--- config.mk ---
export PLATFORM = sky130hd
export DESIGN_NAME = adc_capture_ctrl
export DESIGN_NICKNAME = d
export VERILOG_FILES = /design/src/rtl/adc_cap_pkg.sv /design/src/rtl/adc_cap_sat_cnt.sv /design/src/rtl/adc_capture_ctrl.sv
export SDC_FILE = /design/constraint.sdc
export NUM_CORES = 1
export LEC_CHECK = 0
export ABC_AREA = 1
export BUFFER_PORTS_ARGS = -buffer_cell sky130_fd_sc_hd__buf_4
export CELL_PAD_IN_SITES_DETAIL_PLACEMENT = 0
export CELL_PAD_IN_SITES_GLOBAL_PLACEMENT = 1
export CORE_ASPECT_RATIO = 2
export CORE_MARGIN = 2
export CORE_UTILIZATION = 47
export CTS_BUF_LIST = sky130_fd_sc_hd__clkbuf_8
export DETAILED_ROUTE_END_ITERATION = 8
export GPL_TIMING_DRIVEN = 1
export PLACE_DENSITY_LB_ADDON = 0.1
export SETUP_SLACK_MARGIN = 0.1
export SYNTH_ARGS = -nofsm -noshare
export SYNTH_HDL_FRONTEND = slang
export SYNTH_HIERARCHICAL = 1
export SYNTH_SLANG_ARGS = --single-unit
--- constraint.sdc ---
create_clock -name clk -period 12.15 [get_ports clk]
set_input_delay 3.645 -clock clk [delete_from_list [all_inputs] [get_ports clk]]
set_output_delay 3.645 -clock clk [all_outputs]
set_load 0.05 [all_outputs]
--- src/rtl/adc_cap_pkg.sv ---
// rtl/adc_cap_pkg.sv - shared state encoding and mode constants for the ADC capture sequencer
package adc_cap_pkg;

    typedef enum logic [2:0] {
        ST_IDLE = 3'd0,
        ST_SKIP = 3'd1,
        ST_PRE  = 3'd2,
        ST_POST = 3'd3,
        ST_DONE = 3'd4
    } cap_state_t;

    localparam logic MODE_ONESHOT = 1'b0;
    localparam logic MODE_TRIG    = 1'b1;

endpackage

--- src/rtl/adc_cap_sat_cnt.sv ---
// rtl/adc_cap_sat_cnt.sv - saturating up-counter with synchronous clear and runtime ceiling
module adc_cap_sat_cnt #(
    parameter int W = 8
) (
    input  logic         clk,
    input  logic         reset,
    input  logic         clr,
    input  logic         inc,
    input  logic [W-1:0] max_val,
    output logic [W-1:0] count
);

    always_ff @(posedge clk or posedge reset) begin
        if (reset) begin
            count <= '0;
        end else if (clr) begin
            count <= '0;
        end else if (inc && (count != max_val)) begin
            count <= count + W'(1);
        end
    end

endmodule

--- src/rtl/adc_capture_ctrl.sv ---
// rtl/adc_capture_ctrl.sv - capture sequencer driving the ADC capture buffer write port
module adc_capture_ctrl
    import adc_cap_pkg::*;
#(
    parameter int ADDR_W = 12,
    parameter int LEN_W  = 16,
    parameter int DROP_W = 8
) (
    input  logic              clk,
    input  logic              reset,
    input  logic              cfg_start,
    input  logic              cfg_abort,
    input  logic              cfg_src_sel,
    input  logic              cfg_mode,
    input  logic [LEN_W-1:0]  cfg_skip,
    input  logic [LEN_W-1:0]  cfg_pre,
    input  logic [LEN_W-1:0]  cfg_len,
    input  logic              trig_in,
    input  logic              frame_valid,
    input  logic              wr_ready,
    output logic              src_sel,
    output logic              wr_en,
    output logic [ADDR_W-1:0] wr_addr,
    output logic [ADDR_W-1:0] trig_addr,
    output logic [LEN_W-1:0]  frames_written,
    output logic [DROP_W-1:0] drop_cnt,
    output logic              busy,
    output logic              done,
    output logic [2:0]        state
);

    cap_state_t        state_q, state_d;
    logic              mode_q;
    logic [LEN_W-1:0]  skip_q, pre_q, len_q;
    logic [LEN_W-1:0]  skip_cnt, post_cnt, pre_cnt;
    logic [ADDR_W-1:0] addr_ptr;

    logic fire_start, trig_hit, write_open, accept, drop;

    always_comb begin
        fire_start = cfg_start && !cfg_abort && (state_q == ST_IDLE || state_q == ST_DONE);
        trig_hit   = (state_q == ST_PRE) && trig_in && (pre_cnt == pre_q);
        // With len 0 the post phase writes nothing, including a frame that coincides with the trigger.
        write_open = 1'b0;
        if (state_q == ST_POST) begin
            write_open = (len_q != '0);
        end else if (state_q == ST_PRE) begin
            write_open = !trig_hit || (len_q != '0);
        end
        accept = !cfg_abort && write_open && frame_valid && wr_ready;
        drop   = !cfg_abort && write_open && frame_valid && !wr_ready;
    end

    always_ff @(posedge clk or posedge reset) begin
        if (reset) begin
            state_q <= ST_IDLE;
        end else begin
            state_q <= state_d;
        end
    end

    always_comb begin
        state_d = state_q;
        if (cfg_abort) begin
            state_d = ST_IDLE;
        end else begin
            case (state_q)
                ST_IDLE, ST_DONE: begin
                    if (cfg_start) state_d = ST_SKIP;
                end
                ST_SKIP: begin
                    if ((skip_q == '0) || (frame_valid && (skip_cnt + LEN_W'(1) == skip_q))) begin
                        state_d = (mode_q == MODE_TRIG) ? ST_PRE : ST_POST;
                    end
                end
                ST_PRE: begin
                    if (trig_hit) begin
                        state_d = (accept && (len_q == LEN_W'(1))) ? ST_DONE : ST_POST;
                    end
                end
                ST_POST: begin
                    if ((len_q == '0) || (accept && (post_cnt + LEN_W'(1) == len_q))) begin
                        state_d = ST_DONE;
                    end
                end
                default: state_d = ST_IDLE;
            endcase
        end
    end

    always_ff @(posedge clk or posedge reset) begin
        if (reset) begin
            src_sel        <= 1'b0;
            mode_q         <= MODE_ONESHOT;
            skip_q         <= '0;
            pre_q          <= '0;
            len_q          <= '0;
            skip_cnt       <= '0;
            post_cnt       <= '0;
            addr_ptr       <= '0;
            wr_en          <= 1'b0;
            wr_addr        <= '0;
            trig_addr      <= '0;
            frames_written <= '0;
        end else begin
            wr_en <= accept;
            if (fire_start) begin
                src_sel        <= cfg_src_sel;
                mode_q         <= cfg_mode;
                skip_q         <= cfg_skip;
                pre_q          <= cfg_pre;
                len_q          <= cfg_len;
                skip_cnt       <= '0;
                post_cnt       <= '0;
                addr_ptr       <= '0;
                wr_addr        <= '0;
                frames_written <= '0;
            end else begin
                if (state_q == ST_SKIP && frame_valid) begin
                    skip_cnt <= skip_cnt + LEN_W'(1);
                end
                // wr_addr presents the address of the write now on wr_en; addr_ptr is the next free slot.
                if (accept) begin
                    wr_addr        <= addr_ptr;
                    addr_ptr       <= addr_ptr + ADDR_W'(1);
                    frames_written <= frames_written + LEN_W'(1);
                end
                if (trig_hit && !cfg_abort) begin
                    trig_addr <= addr_ptr;
                    post_cnt  <= accept ? LEN_W'(1) : '0;
                end else if (state_q == ST_POST && accept) begin
                    post_cnt <= post_cnt + LEN_W'(1);
                end
            end
        end
    end

    adc_cap_sat_cnt #(.W(DROP_W)) u_drop_cnt (
        .clk     (clk),
        .reset   (reset),
        .clr     (fire_start),
        .inc     (drop),
        .max_val ({DROP_W{1'b1}}),
        .count   (drop_cnt)
    );

    adc_cap_sat_cnt #(.W(LEN_W)) u_pre_cnt (
        .clk     (clk),
        .reset   (reset),
        .clr     (fire_start),
        .inc     ((state_q == ST_PRE) && accept && !trig_hit),
        .max_val (pre_q),
        .count   (pre_cnt)
    );

    assign state = state_q;
    assign busy  = (state_q == ST_SKIP) || (state_q == ST_PRE) || (state_q == ST_POST);
    assign done  = (state_q == ST_DONE);

endmodule

**After elaboration in Yosys (flattened, before gate mapping)**

Cells that the tools add are included.

- Word-level logic and storage cells: 101
- Register bits: 162
- Input bits: 57

- Reduce and logical (&&, ||, !) cells: 39
- Bitwise logic cells: 1
- Equal/unequal tests: 14
- Add/subtract/negate cells: 6
- Muxes and demuxes: 26

Operators by type and width:

| operator | number |
|---|---|
| 2-to-1 mux 16 bit | 9 |
| adder 16 x 1 -> 16 bit, second input constant | 4 |
| == test 16 bit | 3 |
| 2-to-1 mux 12 bit | 4 |
| logical NOT 16 bit | 2 |
| logical AND 1 bit | 18 |
| 2-to-1 mux 3 bit | 6 |
| == test 16 x 1 -> 1 bit, second input constant | 1 |
| 2-to-1 mux 8 bit | 2 |
| inequality test 16 bit | 1 |
| nonzero test 16 bit | 1 |
| adder 12 x 1 -> 12 bit, second input constant | 1 |
| case mux 3 bit (4 select lines) | 1 |
| inequality test 3 bit, second input constant | 3 |
| adder 8 x 1 -> 8 bit, second input constant | 1 |
| inequality test 8 bit, second input constant | 1 |
| nonzero test 2 bit | 4 |
| == test 3 x 2 -> 1 bit, second input constant | 2 |
| logical OR 1 bit | 6 |
| 2-to-1 mux 1 bit | 4 |
| AND reduction 4 bit | 1 |
| == test 3 x 1 -> 1 bit, second input constant | 1 |
| == test 3 bit, second input constant | 1 |
| logical NOT 1 bit | 3 |
| 6 further kinds | 6 |

**Depth between registers and ports, before layout**

Gate-level depths: netlist of run 1.

- Word-level depth: 15
- Depth in mapped cells: 18
- Gate-level depth less buffers: 18

**Modules after synthesis**

Netlist of run 1, hierarchy kept.

Modules (own cells, without submodules):

| module | instances | area an instance (um^2) | cells each |
|---|---|---|---|
| adc_capture_ctrl | 1 | 7603.5 | 1026 |
| adc_cap_sat_cnt at u_pre_cnt | 1 | 1422.6 | 238 |
| adc_cap_sat_cnt at u_drop_cnt | 1 | 643.1 | 104 |

**Worst setup path after synthesis of run 1**

OpenSTA, ideal clock, no wires.

- Kind: input to register
- Start: in cfg_abort
- End: reg u_pre_cnt.count[3]
- Buffers on the path: 4
- Data arrival time: 5.283 ns
- Path slack: 6.801 ns
- Stages: 11
- Data required time: 12.084 ns
- Library setup time: 0.066 ns
- Cells stage by stage: clkbuf_1 -> inv_1 -> nand2_1 -> nor2_1 -> nand3_4 -> buf_1 -> nor2_1 -> buf_2 -> buf_1 -> nand4_1 -> nand2_1

- Longest elaborated chain between the ends: 8

RTL lines:

| what | RTL line | text |
|---|---|---|
| start: declaration | adc_capture_ctrl.sv:12 | `input logic cfg_abort,` |
| logical NOT 1 bit (*) | adc_capture_ctrl.sv:41, adc_capture_ctrl.sv:50 |  |
| logical AND 1 bit (3 in series) | adc_capture_ctrl.sv:50 | `accept = !cfg_abort && write_open && frame_valid && wr_ready;` |
| logical AND 1 bit (2 in series) | adc_capture_ctrl.sv:151 | `.inc ((state_q == ST_PRE) && accept && !trig_hit),` |
| logical AND 1 bit | adc_cap_sat_cnt.sv:18 | `end else if (inc && (count != max_val)) begin` |
| nonzero test 2 bit (no source line) | - |  |
| end signal: assignment | adc_cap_sat_cnt.sv:19 | `count <= count + W'(1);` |
| end: declaration | adc_cap_sat_cnt.sv:10 | `output logic [W-1:0] count` |

Every way passes the cells marked *; elsewhere a longest branch is shown, timed or not.
A chain may end at the register's enable or synchronous reset.

**Worst setup path in the final report of run 1**

- Start: reg state_q[1] (netlist: state[1])
- End: out done

- Longest elaborated chain between the ends: 1

RTL lines:

| what | RTL line | text |
|---|---|---|
| start: declaration | adc_capture_ctrl.sv:32 | `cap_state_t state_q, state_d;` |
| start signal: assignment | adc_capture_ctrl.sv:58 | `state_q <= state_d;` |
| == test 3 bit | adc_capture_ctrl.sv:158 | `assign done = (state_q == ST_DONE);` |
| end: declaration | adc_capture_ctrl.sv:28 | `output logic done,` |

Every way passes these cells.

==> results of run 1 <==
where the power goes:
| part | leakage [nW] | internal [mW] | switching (mW) |
|---|---|---|---|
| clock | 0.209 | 0.189 | 0.226 |
| sequential | 2.18 | 0.639 | 0.111 |
| combinational | 3.24 | 0.187 | 0.359 |
cell usage in the layout (no fill, tap or decap), drive strengths merged:
cell	instances
nand2	483
inv	188
dfrtp	162
nor2	153
buf	116
nand3	103
o21ai	66
nand4	39
a21oi	31
o22ai	22
xor2	19
nor3	19
clkbuf	17
nand3b	14
conb	13
nor4	9
xnor2	7
ha	6
clkinv	6
o31ai	5
and2	3
bufinv	2
o21a	1
a21boi	1
xnor3	1
or2	1
a41oi	1
a22o	1
a31oi	1
clkinvlp	1
layer usage:
| layer | track usage [%] | part of all wire [%] | vias to the layer above |
|---|---|---|---|
| met5 | 0 | 0 | - |
| met4 | 9.762 | 3.2 | 0 |
| met3 | 4.458 | 3.2 | 45 |
| met2 | 48.18 | 56 | 178 |
| met1 | 27.29 | 38 | 4129 |
| li1 | - | - | 4550 |
final cells by class:
type	count	area, um^2	share of cell area (%)
tap	266	332.8	2.988
clock buffer	17	234.0	2.100
multi-input combinational	999	4788	42.99
inverter	182	688.2	6.178
timing repair buffer	116	870.8	7.818
sequential	162	4054	36.39
clock inverter	15	171.4	1.539
registers in the layout, indices dropped and copies added (netlist names), 3 cells and up:
signal and count:
frames_written 16, trig_addr 12, skip_cnt 16, u_drop_cnt/count 8, state 3, addr_ptr 12, skip_q 16, post_cnt 16
wr_addr 12, u_pre_cnt/count 16, pre_q 16, len_q 16
worst max-delay path by stage:
stage / from / to / slack [ns] / depth (start not counted)
2_1_floorplan: reset / addr_ptr[0] / 4.81 / 1
3_3_place_gp: cfg_abort / post_cnt[14] / 6.40 / 7
3_5_place_dp: cfg_abort / post_cnt[14] / 6.33 / 7
4_1_cts: state[1] / done / 6.63 / 4
5_1_grt: state[1] / done / 6.53 / 4
6_report: state[1] / done / 6.62 / 4
worst min-delay path: stages (launching register included):
cell                      delay [ns]
sky130_fd_sc_hd__dfrtp_1        0.37
sky130_fd_sc_hd__nand2_1        0.06
sky130_fd_sc_hd__nand2_1        0.05
logic make-up (layout without fill, tap and decap cells):
| logic type | Yosys count | in the layout | synth area share [%] |
|---|---|---|---|
| DFF | 162 | 162 | 41.93 |
| AOI/OAI and AO/OA | 129 | 129 | 8.036 |
| and+or+nand+nor | 824 | 824 | 37.56 |
| other | 1 | 13 | 0.03878 |
| adders and majority gates | 6 | 6 | 0.7764 |
| xor gates and xnor gates | 27 | 27 | 2.588 |
| buffers and inverters | 219 | 330 | 9.071 |
per-stage QoR:
step	cells	utilization, %	power (mW)
global placement	1725	52.94	1.303
global route	1757	54.94	1.838
CTS	1757	54.94	1.729
detailed placement	1725	52.94	1.312
floorplan	1380	-	1.137
finish	1757	54.94	1.710
==> flow_results.org, run 1 <==
** Run status
- Run status :: completed

** Yosys
- Area leader, netlist :: sky130_fd_sc_hd__dfrtp_1
- Among all flip-flop cells after synthesis, the most frequent one is sky130_fd_sc_hd__dfrtp_1.
- Sequential area share after synthesis :: 41.93%
- Synth Area per Inst :: 7.068 um^2
- Number of synthesized flops with an enable pin :: 0
- By instance count, the leading cell after synthesis is sky130_fd_sc_hd__nand2_1.
- After synthesis, the netlist uses 47 different library cells.
- Sorting the synthesized cells by area gives the leading types as sky130_fd_sc_hd__dfrtp_1 42%, sky130_fd_sc_hd__nand2_1 18%, sky130_fd_sc_hd__inv_1 6.7%.
- In this run the cell area of the synthesized design comes to 9669 um^2.
- Top-area cell type share of the netlist area :: 41.93%
- Sorting the synthesized cells by how often they occur yields 466 x sky130_fd_sc_hd__nand2_1, 172 x sky130_fd_sc_hd__inv_1, 162 x sky130_fd_sc_hd__dfrtp_1.
- Share of async-settable or async-resettable flops after synthesis :: 100.0%
- Flip-flop and latch count after synthesis :: 162
- The cell count after synthesis came out at 1368.
- The Yosys step of the flow raised 6 warnings.

** STA
- Slew margin rel. :: 35.43%
- Hold timing on the final database bottoms out at a slack of 0.4949 ns.
- The worst path in the final design needs a cycle of 5.527 ns, including I/O delays and setup.
- Final cycle utilization of the critical path :: 45.49%
- Setup repair after global routing left no endpoint under its margin.
- The number of max-slew violations in the final report is 0.
- Final clock skew :: 0.01390 ns
- Count of endpoints failing hold in the final timing report :: 0
- For the final routed database, the setup TNS stands at 0 ns.
- In the post-route analysis, the smallest setup slack over all paths is 6.623 ns.
- For this run, the top clock speed supported by timing is 180.9 MHz.
- Count of final setup violators :: 0
- For the pin with the worst max-slew slack, the measured transition is 0.9685 ns.

** Placement
- Total of buffers placed on input and output ports :: 111
- Placer's final routability congestion estimate :: 0.8889
- After detailed placement, the total cell area comes to 10730 um^2.
- Prior to clock tree synthesis, the placed netlist has a worst setup slack of 6.326 ns.
- Total half-perimeter wirelength after legalization and detailed placement :: 19860 um

** Drt
- In the routed design, unresolved DRC markers number 0.
- Via count :: 8902
- Count of antenna-violating nets left after detailed routing :: 0
- Detailed Route WL :: 26420 um
- Before antenna repair, the detailed router went through 5 iterations.
- The detailed router finished its first iteration with 339 violations.
- WL per Instance :: 15.04 um
- Via density :: 5.067

** Clock tree
- CTS Root Buffer Type :: sky130_fd_sc_hd__clkbuf_8
- The clock passes through at most 2 buffers.
- Clock insertion delay at the later pin of the skew report :: 0.48 ns
- Number of cells upsized or downsized after cts :: 0
- The clock drives 162 sinks.
- Number of buffers inserted to repair setup after CTS :: 0
- Clock buffers created by TritonCTS :: 17
- H-tree Lvls :: 4
- Clock transition at path regs :: 0.10 ns
- Hold repair after CTS inserted 0 buffers.
- TritonCTS clock tree :: built

** Worst setup path
- Critical path's largest stage delay :: 0.46 ns
- Worst setup path class :: reg -> out
- Number of cells traversed by the worst register-to-register path :: 9
- Capture instance of the worst register-to-register path :: post_cnt[14]
- Crit path max-delay cell type :: sky130_fd_sc_hd__dfrtp_1
- At the worst endpoint, the arrival time is 1.88 ns.
- Slack of the worst reg-to-reg path :: 9.22 ns
- Worst setup EP type :: primary output
- Most frequent CP cell :: sky130_fd_sc_hd__nor2_1
- Worst path buffer plus inverter count :: 2
- List of cells traversed by the critical path :: nor2_1 -> inv_1 -> nor2_1 -> buf_4
- Critical path required time :: 8.50 ns
- STA classifies the critical path startpoint as a flop.
- The worst register-to-register path begins at len_q[9].
- Family of cells with the greatest summed delay on the critical path :: simple AND/OR/NAND/NOR gates
- In this run the worst path has a maximum fanout of 6.

** Min path
- The tightest min-delay check is of the reg -> reg type.
- Along the worst hold path, the cell count comes to 2.
- The startpoint identified for the worst hold timing path is src_sel.
- Endpoint of the worst hold-timing path :: src_sel

** Floorplan
- Total Die Area :: 21810 um^2
- Placeable core area :: 20280 um^2
- For this configuration, the core starts out at a cell density of 47.69%.
- Die outline width :: 105.4 um
- IO Count :: 112
- From bottom edge to top edge, the die measures 206.8 um.
- Number of placement rows :: 74

** Layout
- Filler cell count :: 2067
- Final instance area :: 11140 um^2
- Antenna Cells :: 0
- Number of nets at the end of the flow :: 1541
- The post-route netlist has 13.95% of its cells at a drive strength greater than 1.
- Area added between synthesis and finish :: 15.20%

** Global routing
- Global routing consumed, over all layers together, 25.24% of the routing resources.
- Global-route wire length before repair :: 43080 um
- Leftover overflow at the end of global routing :: 0
- Via count of the first global-routing pass :: 8740
- Entering global routing, the biggest net connects 75 pins.
- The number of antenna violations at the first check in global routing is 0.

** Power
- Areal power density over the cells :: 153.5 nW/um^2
- The analysis attributes to cell leakage a power of 5.625 nW.
- Peak supply drop :: 0.0001083 V

** Run
- Across the run, the number of max-cap violations was 0.
No activity file was read; power rests on OpenSTA's default activity.
==> inputs of run 2 (changes only) <==
--- a/config.mk
+++ b/config.mk
@@ -11,7 +11,7 @@
 export CELL_PAD_IN_SITES_GLOBAL_PLACEMENT = 1
 export CORE_ASPECT_RATIO = 2
 export CORE_MARGIN = 2
-export CORE_UTILIZATION = 47
+export CORE_UTILIZATION = 44
 export CTS_BUF_LIST = sky130_fd_sc_hd__clkbuf_8
 export DETAILED_ROUTE_END_ITERATION = 8
 export GPL_TIMING_DRIVEN = 1
==> constraint.sdc (replaced) <==
create_clock -name clk -period 5.7 [get_ports clk]
set_input_delay 1.71 -clock clk [delete_from_list [all_inputs] [get_ports clk]]
set_output_delay 1.71 -clock clk [all_outputs]
set_load 0.05 [all_outputs]
==> flow_results.org, run 2 (same netlist as run 1, synthesis figures left out) <==
** Run status
- Run status :: completed

** Layout
- Antenna Cells :: 0 (unchanged)
- Fraction of layout instances using a drive strength above 1 :: 14.08% (+0.12 points)
- Highest-count cells in the layout ignoring fill and taps :: 466 x sky130_fd_sc_hd__nand2_1, 170 x sky130_fd_sc_hd__inv_1, 162 x sky130_fd_sc_hd__dfrtp_1
- Most common cell after layout, fill and taps aside :: sky130_fd_sc_hd__nand2_1
- Number of nets at the end of the flow :: 1542 (+0.065%)
- Area added between synthesis and finish :: 15.81%

** Floorplan
- Starting Density :: 44.79% (-2.9 points)
- Vertical extent of the die :: 213.6 um (+3.3%)
- The number of top-level pins was 112 (unchanged).
- The placeable core area came to 21590 um^2 (+6.5%).
- The area of the die was 23250 um^2 (+6.6%).
- The width of the die is 108.8 um (+3.2%).
- Number of placement rows :: 76 (+2.7%)

** Global routing
- Leftover overflow at the end of global routing :: 0 (unchanged)
- Number of antenna violations at the first check in global routing :: 0 (unchanged)
- Pin count of the biggest net entering global routing :: 89 (+19%)
- The wire length of the first global-routing pass is 42700 um (-0.88%).
- GRT Overall Usage :: 23.96% (-1.3 points)
- Via count of the first global-routing pass :: 8733 (-0.080%)

** Clock tree
- The clock transition time at the flip-flop clock pins of the worst setup and hold paths is 0.09 ns (about the same).
- The number of sinks on the clock net is 162 (unchanged).
- Post-CTS Hold Buffers :: 0 (unchanged)
- The TritonCTS buffer count came to 17 (unchanged).
- Clock Tree Buf Depth :: 2 (unchanged)
- H-tree Lvls :: 4 (unchanged)
- CTS Root Buffer Type :: sky130_fd_sc_hd__clkbuf_8
- The count of instances resized after the clock tree is built is 0 (unchanged).
- Number of buffers inserted to repair setup after CTS :: 0 (unchanged)
- TritonCTS clock tree :: built
- The clock insertion delay at the later pin of the skew report is 0.49 ns (about the same).

** Worst setup path
- Worst setup EP type :: primary output
- RR Startpoint :: len_q[8]
- The worst setup path is of the reg -> out kind.
- The critical path arrival came to 1.77 ns (-0.11 ns).
- Top fanout value on the critical path :: 6 (unchanged)
- Category of the worst setup path launch point :: flop
- Critical path required time :: 3.99 ns (-4.51 ns)
- Slack of the worst reg-to-reg path :: 2.79 ns (-6.43 ns)
- Start point of the critical path :: state[1]
- The worst register-to-register path ends at post_cnt[14].
- The depth of the most critical reg-to-reg path is 9 (unchanged).

** STA
- Final clock skew :: 0.01544 ns (+0.001534 ns)
- The number of setup violations in the final report came to 0 (unchanged).
- Worst Setup Slack, final :: 2.216 ns (-4.407 ns)
- Count of endpoints failing hold in the final timing report :: 0 (unchanged)
- The sum of negative setup slack was 0 ns (unchanged).
- The pin slew with the least headroom to its limit came to 0.9332 ns (-0.03535 ns).
- Max Slew Vio Count :: 0 (unchanged)
- The worst-case headroom to the max-slew limit was 37.72% (+2.3 points).
- Subtracting the final worst setup slack from the clock period gives 3.484 ns.
- Based on the critical path, the design can be clocked at up to 287.0 MHz.
- Setup repair after global routing missed its margin :: no
- Final cycle utilization of the critical path :: 61.12%

** Min path
- Endpoint of the worst hold-timing path :: mode_q
- The startpoint identified for the worst hold timing path is mode_q.
- Number of cells on the worst hold path :: 2 (unchanged)
- Worst hold-check path type :: reg -> reg

** Power
- LEAKAGE :: 5.646 nW (+0.38%)
- Areal power density over the cells :: 333.5 nW/um^2 (+120%)
- Peak supply drop :: 0.0001805 V (+67%)

** Drt
- The wire length after detailed routing came to 26650 um (+0.84%).
- The number of vias per cell after detailed routing came to 5.022 (-0.88%).
- The post-detailed-route count of antenna-violating nets came to 0 (unchanged).
- The average routed wire per standard cell was 15.10 um (+0.39%).
- The number of DRC markers in iteration 0 was 377 (+11%).
- Count of unresolved DRC violations after routing :: 0 (unchanged)
- The first-pass iteration count of the detailed router came to 4 (-1).
- Via count :: 8864 (-0.43%)

** Placement
- The post-placement worst setup slack came to 1.719 ns (-4.607 ns).
- The number of buffers inserted by port buffering came to 111 (unchanged).
- The routability-driven placement congestion ratio was 0.8438 (-5.1%).
- The total half-perimeter wirelength after legalization and detailed placement was 20120 um (+1.3%).

** Run
- The max capacitance violation total came to 0 (unchanged).
==> run 2: cell count changes in the layout (fill, tap and decap cells not counted), sizes merged <==
cell / delta
buf: +1
bufinv: +2
clkinv: -3
inv: +1
==> run 2: critical path, stage by stage, from the launching register on <==
cell	delay, ns
sky130_fd_sc_hd__dfrtp_1	0.47
sky130_fd_sc_hd__nor2_1	0.24
sky130_fd_sc_hd__inv_1	0.11
sky130_fd_sc_hd__nor2_1	0.21
sky130_fd_sc_hd__buf_4	0.25
==> run 2: worst max path at each step <==
stage                     endpoint  slack (ns)  depth (start not counted)
6_report                      done        2.22                          4
4_1_cts                       done        2.16                          4
3_3_place_gp   u_pre_cnt/count[13]        1.81                          6
5_1_grt         u_pre_cnt/count[2]        1.98                          6
2_1_floorplan          addr_ptr[0]        0.29                          1
3_5_place_dp           skip_cnt[0]        1.72                          5
==> run 2: metrics by stage <==
step | util, % | hold slack, ns | cells | cell area [um^2] | total power, mW
after floorplan | - | 0.4426 | 1380 | 9714 | 2.423
after global placement | 49.80 | 0.4672 | 1733 | 10750 | 2.780
after detailed placement | 49.80 | 0.4722 | 1733 | 10750 | 2.795
after CTS | 51.88 | 0.4964 | 1765 | 11200 | 3.783
after global routing | 51.88 | 0.5095 | 1765 | 11200 | 4.010
final | 51.88 | 0.4878 | 1765 | 11200 | 3.735
==> run 2: per-layer routing <==
| metal | track usage [%] | share of wire (%) | vias up |
|---|---|---|---|
| met2 | 45.65 | 56 | 164 |
| li1 | - | - | 4552 |
| met4 | 10.61 | 3.4 | 0 |
| met1 | 25.07 | 38 | 4102 |
| met3 | 4.073 | 2.9 | 46 |
| met5 | 0 | 0 | - |
==> run 2: layout make-up <==
type                       count  area [um^2]
inverter                     182        688.2
sequential                   162         4054
timing repair buffer         117        878.3
clock inverter                15        214.0
clock buffer                  17        234.0
fill                        2219        10390
tap                          273        341.6
multi-input combinational    999         4788
==> run 2: where the power goes <==
| group | switching [mW] | internal [mW] | leakage (nW) |
|---|---|---|---|
| Sequential | 0.233 | 1.36 | 2.18 |
| Clock | 0.490 | 0.490 | 0.225 |
| Combinational | 0.761 | 0.398 | 3.24 |
| Total | 1.48 | 2.25 | 5.65 |
==> inputs of run 3 (changes only) <==
==> constraint.sdc (replaced) <==
create_clock -name clk -period 3.41 [get_ports clk]
set_input_delay 1.023 -clock clk [delete_from_list [all_inputs] [get_ports clk]]
set_output_delay 1.023 -clock clk [all_outputs]
set_load 0.05 [all_outputs]
==> flow_results.org, run 3 (same netlist as run 1, synthesis figures left out) <==
** Run status
- The flow ran to the end, and the final reports show no timing, DRC or antenna violations.

** Worst setup path
- Following the worst setup path forward leads to its endpoint at done.
- The critical path data required time is 2.39 ns (-1.60 ns).
- Capture instance of the worst register-to-register path :: post_cnt[14]
- The depth of the most critical reg-to-reg path came to 9 (unchanged).
- The worst-case register-to-register setup slack was 0.78 ns (-2.01 ns).
- STA classifies the critical path startpoint as a flop.
- RR Startpoint :: len_q[9]
- Worst setup path class :: reg -> out
- Critical path arrival :: 1.63 ns (-0.14 ns)
- Top fanout value on the critical path :: 6 (unchanged)
- STA classifies the critical path endpoint as a primary output.
- Start point of the critical path :: state[1]

** STA
- After layout, the minimum clock period comes to 2.656 ns.
- The worst path uses 77.89% of the clock period.
- The number of hold violations in the final report came to 0 (unchanged).
- Final clock skew :: 0.01636 ns (+0.0009233 ns)
- Worst Setup Slack, final :: 0.7538 ns (-1.462 ns)
- Max Slew Vio Count :: 0 (unchanged)
- Highest clock rate :: 376.5 MHz
- The worst-case headroom to the max-slew limit was 34.20% (-3.5 points).
- Setup TNS :: 0 ns (unchanged)
- Count of final setup violators :: 0 (unchanged)
- Setup repair after global routing left no endpoint under its margin.
- Worst slew pin tran :: 0.9860 ns (+0.05280 ns)

** Power
- Psw :: 2.446 mW (+65%)
- Clock power frac :: 22.7% (-3.6 points)
- The static leakage came to 5.676 nW (+0.54%).
- The worst vdd rail ir drop is 0.0003482 V (+93%).
- Switching power as a share of total power :: 40.70% (+0.94 points)
- Areal power density over the cells :: 535.2 nW/um^2 (+60%)
- The sequential share of power is 44.5% (+1.8 points).
- The overall power of the completed layout is 6.009 mW (+61%).
- Internal power :: 3.563 mW (+58%)
- The part of the power in combinational logic is 32.9% (+1.8 points).

** Drt
- Via density :: 5.011 (-0.23%)
- The wire length after detailed routing was 26560 um (-0.35%).
- Via count :: 8904 (+0.45%)
- The post-detailed-route count of antenna-violating nets is 0 (unchanged).
- WL per Instance :: 14.94 um (-1.0%)
- Total length of routed met3 wires :: 723 um (-7.5%)
- In this run the top signal layer used is met4.
- The number of DRC markers in iteration 0 is 410 (+8.8%).
- Number of optimization iterations in the first detailed-route pass :: 5 (+1)
- The final routed DRC violation total is 0 (unchanged).
- Met2 routed WL :: 14810 um (-0.95%)
- Routed length on met1 :: 10020 um (+0.20%)

** Floorplan
- The area of the die was 23250 um^2 (unchanged).
- The overall die height is 213.6 um (unchanged).
- Starting Density :: 44.79% (unchanged)
- Die outline width :: 108.8 um (unchanged)
- Number of placement rows :: 76 (unchanged)
- The number of top-level pins came to 112 (unchanged).
- The placeable core area was 21590 um^2 (unchanged).

** Clock tree
- TritonCTS clock tree :: built
- Number of buffers inserted to repair setup after CTS :: 0 (unchanged)
- Clock transition at path regs :: 0.08 ns (about the same)
- The number of sinks on the clock net is 162 (unchanged).
- Number of cells upsized or downsized after cts :: 0 (unchanged)
- The tree is rooted in a sky130_fd_sc_hd__clkbuf_8.
- The TritonCTS buffer count came to 17 (unchanged).
- The clock tree buffer depth was 2 (unchanged).
- The hold-fix buffer count after cts was 0 (unchanged).
- The level count of the clock H-tree is 4 (unchanged).
- The clock insertion delay at the later pin of the skew report came to 0.51 ns (+0.02 ns).

** Global routing
- Global-route wire length before repair :: 43310 um (+1.4%)
- The pin count of the biggest net entering global routing was 42 (-53%).
- The sum of overflow across all layers after global routing came to 0 (unchanged).
- Via count of the first global-routing pass :: 8769 (+0.41%)
- The number of antenna violations at the first check in global routing was 0 (unchanged).
- The total track usage was 24.26% (+0.31 points).

** Layout
- Utilization after layout :: 52.02% (+0.14 points)
- The net total in the final layout came to 1554 (+0.78%).
- Most common cell after layout, fill and taps aside :: sky130_fd_sc_hd__nand2_1
- In the layout the commonest cells are 466 x sky130_fd_sc_hd__nand2_1, 174 x sky130_fd_sc_hd__inv_1, 162 x sky130_fd_sc_hd__dfrtp_1.
- Final instance area :: 11230 um^2 (+0.27%)
- The antenna diode instance count is 0 (unchanged).
- Area added between synthesis and finish :: 16.12%
- The fraction of final layout cells with drive strength greater than 1 was 14.49% (+0.42 points).

** Placement
- The standard cell area after detailed placement came to 10860 um^2 (+1.1%).
- Placer's final routability congestion estimate :: 0.8329 (-1.3%)
- The number of buffers inserted by port buffering is 111 (unchanged).
- The post-placement worst setup slack was 0.5641 ns (-1.155 ns).
- Total half-perimeter wirelength after legalization and detailed placement :: 20360 um (+1.2%)

** Run
- Maxcap violations :: 0 (unchanged)

** Min path
- Worst hold-check path type :: reg -> reg
run 3: worst min path at each step:
stage | startpoint | end | slack (ns) | depth (start not counted)
detailed placement | src_sel | src_sel | 0.47 | 2
global route | reset | u_drop_cnt/count[4] | 0.53 | 2
floorplan | mode_q | mode_q | 0.44 | 2
global placement | src_sel | src_sel | 0.47 | 2
CTS | reset | u_drop_cnt/count[4] | 0.49 | 2
finish | mode_q | mode_q | 0.49 | 2
run 3: through the flow:
stage	hold WS (ns)	instances
floorplan	0.4426	1380
global placement	0.4666	1745
detailed placement	0.4663	1745
CTS	0.4924	1777
global route	0.5251	1777
finish	0.4864	1777
run 3: layout make-up:
type                    count  area, um^2
multi-input cells         999        4788
repair buffers            129       993.5
inverters                 182       686.9
clock buffers              18       247.7
clock inverters            14       116.4
fillers                  2187       10360
flip-flops and latches    162        4054
well taps                 273       341.6
run 3: layer usage:
| metal | vias to the layer above | global-route usage [%] |
|---|---|---|
| met4 | 0 | 12.29 |
| met2 | 148 | 45.24 |
| met1 | 4123 | 25.90 |
| met3 | 55 | 3.678 |
| met5 | - | 0 |
| li1 | 4578 | - |
run 3: critical path, cell delays in order (launching register included):
cell and delay [ns]:
sky130_fd_sc_hd__dfrtp_1 0.45, sky130_fd_sc_hd__nor2_1 0.23, sky130_fd_sc_hd__inv_1 0.11, sky130_fd_sc_hd__nor2_1 0.12, sky130_fd_sc_hd__buf_4 0.23
run 3: power by group through the flow:
stage / combinational (mW) / sequential, mW / clock, mW
final: 1.97 / 2.67 / 1.36
after global routing: 2.25 / 2.73 / 1.48
after CTS: 2.01 / 2.68 / 1.41
after detailed placement: 2.00 / 2.71 / 0
after global placement: 1.98 / 2.71 / 0
after floorplan: 1.33 / 2.72 / 0
